--- src/rtl/class_score_accumulator.sv ---
// class_score_accumulator
//   Streams one unsigned feature per beat together with N_CLASSES signed
//   weights and accumulates N_CLASSES saturating signed scores. After
//   N_INPUTS accepted beats the scores are held on Num with NumValid high
//   until the next Start. Num feeds the argmax stage directly.
//
// Ports
//   clk          system clock, rising edge
//   GlobalReset  synchronous active-high reset (priority over Start)
//   Start        single-cycle request to begin an accumulation (IDLE/DONE only)
//   PixelValid   Pixel/Weights valid this cycle
//   Pixel        unsigned feature, PIX_W bits
//   Weights      signed weights, class k at [k*WGT_W +: WGT_W]
//   PixelReady   beat accepted this cycle when PixelValid is also high
//   Num          scores, class k at [k*SCORE_W +: SCORE_W], registered
//   NumValid     Num holds a complete result
//   Busy         accumulation in progress
module class_score_accumulator #(
  parameter int N_CLASSES = 10,
  parameter int SCORE_W   = 26,
  parameter int PIX_W     = 8,
  parameter int WGT_W     = 8,
  parameter int N_INPUTS  = 784,
  parameter int CNT_W     = 10
) (
  input  logic                         clk,
  input  logic                         GlobalReset,
  input  logic                         Start,
  input  logic                         PixelValid,
  input  logic [PIX_W-1:0]             Pixel,
  input  logic [N_CLASSES*WGT_W-1:0]   Weights,
  output logic                         PixelReady,
  output logic [N_CLASSES*SCORE_W-1:0] Num,
  output logic                         NumValid,
  output logic                         Busy
);

  typedef enum logic [1:0] {S_IDLE, S_ACCUM, S_DONE} state_t;

  localparam int PROD_W = PIX_W + WGT_W + 1;

  state_t                              state_q, state_d;
  logic [CNT_W-1:0]                    cnt_q, cnt_d;
  logic [N_CLASSES-1:0][SCORE_W-1:0]   acc_q, acc_d;

  logic beat_ok, last_beat, clear;

  assign beat_ok   = (state_q == S_ACCUM) && PixelValid;
  assign last_beat = (cnt_q == CNT_W'(N_INPUTS - 1));
  // Start only counts outside ACCUM; a beat in the same cycle is dropped
  // because PixelReady is low there.
  assign clear     = (state_q != S_ACCUM) && Start;

  // State register
  always_ff @(posedge clk) begin
    if (GlobalReset) begin
      state_q <= S_IDLE;
      cnt_q   <= '0;
      acc_q   <= '0;
    end else begin
      state_q <= state_d;
      cnt_q   <= cnt_d;
      acc_q   <= acc_d;
    end
  end

  // Next state
  always_comb begin
    state_d = state_q;
    case (state_q)
      S_IDLE:  if (Start) state_d = S_ACCUM;
      S_ACCUM: if (PixelValid && last_beat) state_d = S_DONE;
      S_DONE:  if (Start) state_d = S_ACCUM;
      default: state_d = S_IDLE;
    endcase
  end

  // Datapath: counter and saturating accumulators
  always_comb begin
    logic signed [WGT_W-1:0]  wgt;
    logic signed [PROD_W-1:0] prod;
    logic signed [SCORE_W:0]  sum;
    cnt_d = cnt_q;
    acc_d = acc_q;
    wgt   = '0;
    prod  = '0;
    sum   = '0;
    if (clear) begin
      cnt_d = '0;
      acc_d = '0;
    end else if (beat_ok) begin
      cnt_d = cnt_q + 1'b1;
      for (int k = 0; k < N_CLASSES; k++) begin
        wgt  = Weights[k*WGT_W +: WGT_W];
        prod = $signed({1'b0, Pixel}) * wgt;
        sum  = $signed(acc_q[k]) + prod;
        // One guard bit: top two bits disagree only on overflow.
        if (sum[SCORE_W] != sum[SCORE_W-1])
          acc_d[k] = sum[SCORE_W] ? {1'b1, {(SCORE_W-1){1'b0}}}
                                  : {1'b0, {(SCORE_W-1){1'b1}}};
        else
          acc_d[k] = sum[SCORE_W-1:0];
      end
    end
  end

  // Outputs
  always_comb begin
    PixelReady = (state_q == S_ACCUM);
    Busy       = (state_q == S_ACCUM);
    NumValid   = (state_q == S_DONE);
  end

  assign Num = acc_q;

endmodule

--- config.mk ---
export PLATFORM = sky130hd
export DESIGN_NAME = class_score_accumulator
export DESIGN_NICKNAME = d
export VERILOG_FILES = /design/src/rtl/class_score_accumulator.sv
export SDC_FILE = /design/constraint.sdc
export NUM_CORES = 2
export LEC_CHECK = 0
export BUFFER_PORTS_ARGS = -buffer_cell sky130_fd_sc_hd__buf_2
export CORE_AREA = 5 5 330 332
export DETAILED_ROUTE_END_ITERATION = 7
export DIE_AREA = 0 0 335 337
export PLACE_DENSITY_LB_ADDON = 0.05
export SETUP_SLACK_MARGIN = 0.4
export SLEW_MARGIN = 0
export SYNTH_ARGS = -nofsm -noshare
export SYNTH_HDL_FRONTEND = slang
export SYNTH_SLANG_ARGS = --single-unit
--- constraint.sdc ---
create_clock -name clk -period 7.62 [get_ports clk]
set_input_delay 0.762 -clock clk [delete_from_list [all_inputs] [get_ports clk]]
set_output_delay 0.762 -clock clk [all_outputs]
set_load 0.005 [all_outputs]
Word level (Yosys, flattened, before mapping)
Cells that the tools add are included.
- register bits after elaboration: 272
- bits in latches: 0
- memory bits (writable): 0
- memory bits (read-only): 0
- bits of input ports: 92
- output and inout bits: 263
- logic and storage cells: 79
- memories: 0
- add/subtract/negate cells: 11
- $mul: 10
- div/mod/pow operators: 0
- $lt $le $gt $ge: 0
- equality and inequality tests: 16
- shift-type cells: 0
- multiplexer cells: 23
- bitwise operators: 0
- reduce and logical (&&, ||, !) cells: 7
- operators by type and width (operator ; count):
    26-bit 2-to-1 mux ; 20
    26-bit by 17-bit adder with 27-bit output ; 10
    9-bit by 8-bit multiplier with 17-bit output ; 10
    10-bit by 1-bit adder with 10-bit output (second input constant) ; 1
    10-bit == test (second input constant) ; 1
    1-bit inequality test ; 10
    2-bit by 1-bit inequality test with 1-bit output (second input constant) ; 3
    2-bit 2-to-1 mux ; 2
    2-bit one-hot mux with 2 select lines ; 1
    2-bit OR reduction ; 2
    1-bit logical AND ; 3
    2-bit by 1-bit == test with 1-bit output (second input constant) ; 1
    2-bit == test (second input constant) ; 1
    2-bit logical NOT ; 1
    2-bit AND reduction ; 1

Longest topological paths before layout
- depth in word-level cells: 4
- gate-level depth with buffers: 26
- gate-level depth less buffers: 22

Worst setup path before layout
No wires, ideal clock.
- path kind: in2reg
- from: in Pixel[7]
- to: reg acc_q (netlist bit Num[119])
- library setup time: 70 ps
- arrival: 6607 ps
- required time: 7550 ps
- path slack: 942 ps
- stages: 22
- path buffers: 4
- path through: clkbuf_1 -> clkbuf_1 -> buf_1 -> nand2_1 -> fa_1 -> inv_1 -> fa_1 -> fa_1 -> fa_1 -> fa_1 -> ha_1 -> o21ai_0 -> o21ai_1 -> o211ai_2 -> a21oi_1 -> or3_1 -> a21o_1 -> o41a_1 -> xor2_2 -> buf_6 -> o211ai_1 -> a21oi_1
- cells in the longest elaborated chain, start to end: 4
- elaborated cells on any way between the ends: 5
- those cells by class: add/sub: 1; mul: 1; eq/ne: 1; mux: 2
- RTL lines (item ; RTL line ; text):
    from (decl) ; 30 ; input logic [PIX_W-1:0] Pixel,
    9-bit by 8-bit multiplier with 17-bit output * ; 95 ; prod = $signed({1'b0, Pixel}) * wgt;
    26-bit by 17-bit adder with 27-bit output * ; 96 ; sum = $signed(acc_q[k]) + prod;
    26-bit 2-to-1 mux or 1-bit inequality test (tied branches) ; 99, 98 ;
    26-bit 2-to-1 mux * ; 98 ; if (sum[SCORE_W] != sum[SCORE_W-1])
    to (signal assigned) ; 59 ; acc_q <= '0;
    to (signal assigned) ; 63 ; acc_q <= acc_d;
    to (decl) ; 44 ; logic [N_CLASSES-1:0][SCORE_W-1:0] acc_q, acc_d;
Every way passes the cells marked *; elsewhere a longest branch is shown, timed or not.
A chain may end at the register's enable or synchronous reset.

Final worst setup path
- from: in Pixel[4]
- to: reg acc_q (netlist bit Num[222])
The elaborated chain is that of the path after synthesis.

==> results.tsv <==
metric	value	unit
whs	411	ps
cp-end-kind	flip-flop	
antenna_found_initial	23	
rsz0062_at_grt	no	
synth_compound_area_share	15.3	%
required	8130	ps
critPathLaunchType	input port	
ctsResizeCount	0	
synth_edf_count	0	
design_area	0.0520	mm^2
path_max_fanout	42	
dp_hpwl	102000	um
synth_area_leaders	ha_1, fa_1, dfxtp_1	
drv_slew	0	
cts_buffers	40	
synthMostInstantiatedCell	ha_1	
cts-htree-levels	2	
layout.cells.non_filler	7130	
synth_area_leader_cell	ha_1	
synth_seq_cells	272	
coreArea	0.106	mm^2
io_buffers	354	
gp_congestion	0.857	
fin_crit_sh	87.6	%
criticalPathCategory	in2reg	
syn_area	0.0472	mm^2
syn_area_per_cell	8.68	um^2
avgRoutedWirePerCell	18.3	um
maxCapViolCount	0	
cts_root_buf	clkbuf_16	
syn_inst	5438	
clock_skew	22.4	ps
drtIter0Drc	1786	
placed_cells	7044	
fin_tns_setup	0	ps
hold_viol	0	
synth_top_area_share	22.8	%
worst_slew_pin_slew	1160	ps
vias	37664	
grt_pass1_vias	38772	
viasPerCell	5.28	
die_h	337	um
cts_buffer_depth	3	
syn-num-nets	6913	
hold_buffers	0	
die_x	335	um
die_area	0.113	mm^2
rows	120	
synth.mux.area_fraction	0.106	%
synth_fa_ha_area_share	46.8	%
drtPass1Iterations	5	
ys.flop_type	dfxtp_1	
setup_viol	0	
regToRegSetupSlack	1470	ps
grt_first_pass_wirelength	212000	um
power	11.0	mW
seq_area_frac_synth	11.5	%
clk_pin_slew_worst_paths	60	ps
status	finished, final reports clean	
finalWirelength	130000	um
synth_simple_gate_area_share	13.8	%
area_growth	10.0	%
yosysUniqueCellTypes	102	
nets	7158	
ys_top_cells_by_count	ha_1, inv_1, fa_1, nand2_1, a21oi_1	
drive_above_1_share	11.2	%
cts_tree	built	
clock-sinks	272	
synth_top_family_by_area	adder cells	
yosys_warnings	0	
drc	0	
setup_slack	948	ps
arrival	7180	ps
start_util	44.6	%
io_pins	355	
postPlaceCellArea	0.0506	mm^2
grt_max_degree	155	
powerDensity	211	mW/mm^2
min_period	6670	ps
track_usage	23.2	%
power_leakage	26.9	nW
postRouteAntennaNets	0	
grt_remaining_overflow	0	
synthArstFlopShare	0	%
fmax	0.150	GHz
synth_xor_xnor_area_share	4.11	%
slew_headroom	22.1	%
vdd_drop_max	0.000174	V
hold_class	in2reg	
dp_slack	462	ps
post-route-util	49.0	%
post_cts_buffers	0	
clkLatencyLatePin	610	ps
-- cell type report --
| type | instances | area [um^2] |
|---|---|---|
| fill | 10496 | 54000 |
| multi-input combinational | 4132 | 37900 |
| sequential | 272 | 5450 |
| inverter | 805 | 3020 |
| timing repair buffer | 432 | 2450 |
| tap | 1403 | 1760 |
| clock buffer | 54 | 1160 |
| clock inverter | 17 | 154 |
| antenna | 15 | 37.5 |
-- power by group --
group / internal (mW) / leakage (nW) / total [mW] / switching, mW
logic: 3.17 / 24.1 / 7.46 / 4.29
registers: 1.49 / 2.21 / 1.57 / 0.0769
clock network: 1.14 / 0.652 / 1.95 / 0.815
total: 5.80 / 26.9 / 11.0 / 5.18
-- critical path, stage by stage --
cell and delay (ps):
buf_4 500, buf_4 310, nand2_1 90, fa_1 500, fa_1 550, inv_1 50
fa_1 450, fa_1 510, fa_1 410, ha_1 340, o21ai_0 130, or4_1 570
nand3_1 160, a211oi_2 130, o211ai_2 210, and3_1 200, nor3_2 50, o21ai_1 910
a21oi_1 80, a211oi_1 240
-- layer usage --
| metal | vias to the layer above | track usage, % | share of wire (%) |
|---|---|---|---|
| met2 | 631 | 39.2 | 47 |
| met1 | 18232 | 31.4 | 46 |
| met4 | 12 | 4.23 | 1.8 |
| met5 | - | 0 | 0.062 |
| met3 | 123 | 4.43 | 5.0 |
| li1 | 18666 | - | - |
-- worst paths after layout --
check | startpoint | end | depth (start not counted)
worst min-delay path | GlobalReset | state_q[1] | 2
worst min register to register | Num[188] | Num[188] | 2
worst max register to register | Num[212] | Num[222] | 21
worst max-delay path | Pixel[4] | Num[222] | 20
-- sequential cells by signal, summed over array words and instances, names as in the netlist --
signal	flops
cnt_q	10
state_q	2
Num	260
-- logic make-up (layout without fill, tap and decap cells) --
| logic type | Yosys count | count (layout) |
|---|---|---|
| AO/OA/AOI/OAI | 1148 | 1148 |
| XOR/XNOR | 215 | 215 |
| adder cells (fa/ha/maj) | 1468 | 1468 |
| buffers and inverters | 1034 | 1308 |
| flip-flops | 272 | 272 |
| multiplexers | 5 | 5 |
| other | 0 | 15 |
| AND/OR/NAND/NOR | 1296 | 1296 |
-- placed cells by master, fill, tap and decap left out, types with 80 or more instances in the layout --
master	count
and2_1	316
a21oi_1	392
dfxtp_1	272
a21o_1	91
fa_1	522
buf_4	80
xnor2_1	126
buf_2	346
ha_1	861
nor2_1	250
nand2_1	404
o21ai_0	291
inv_1	805
Note: power is estimated with default switching activity, not from simulation.
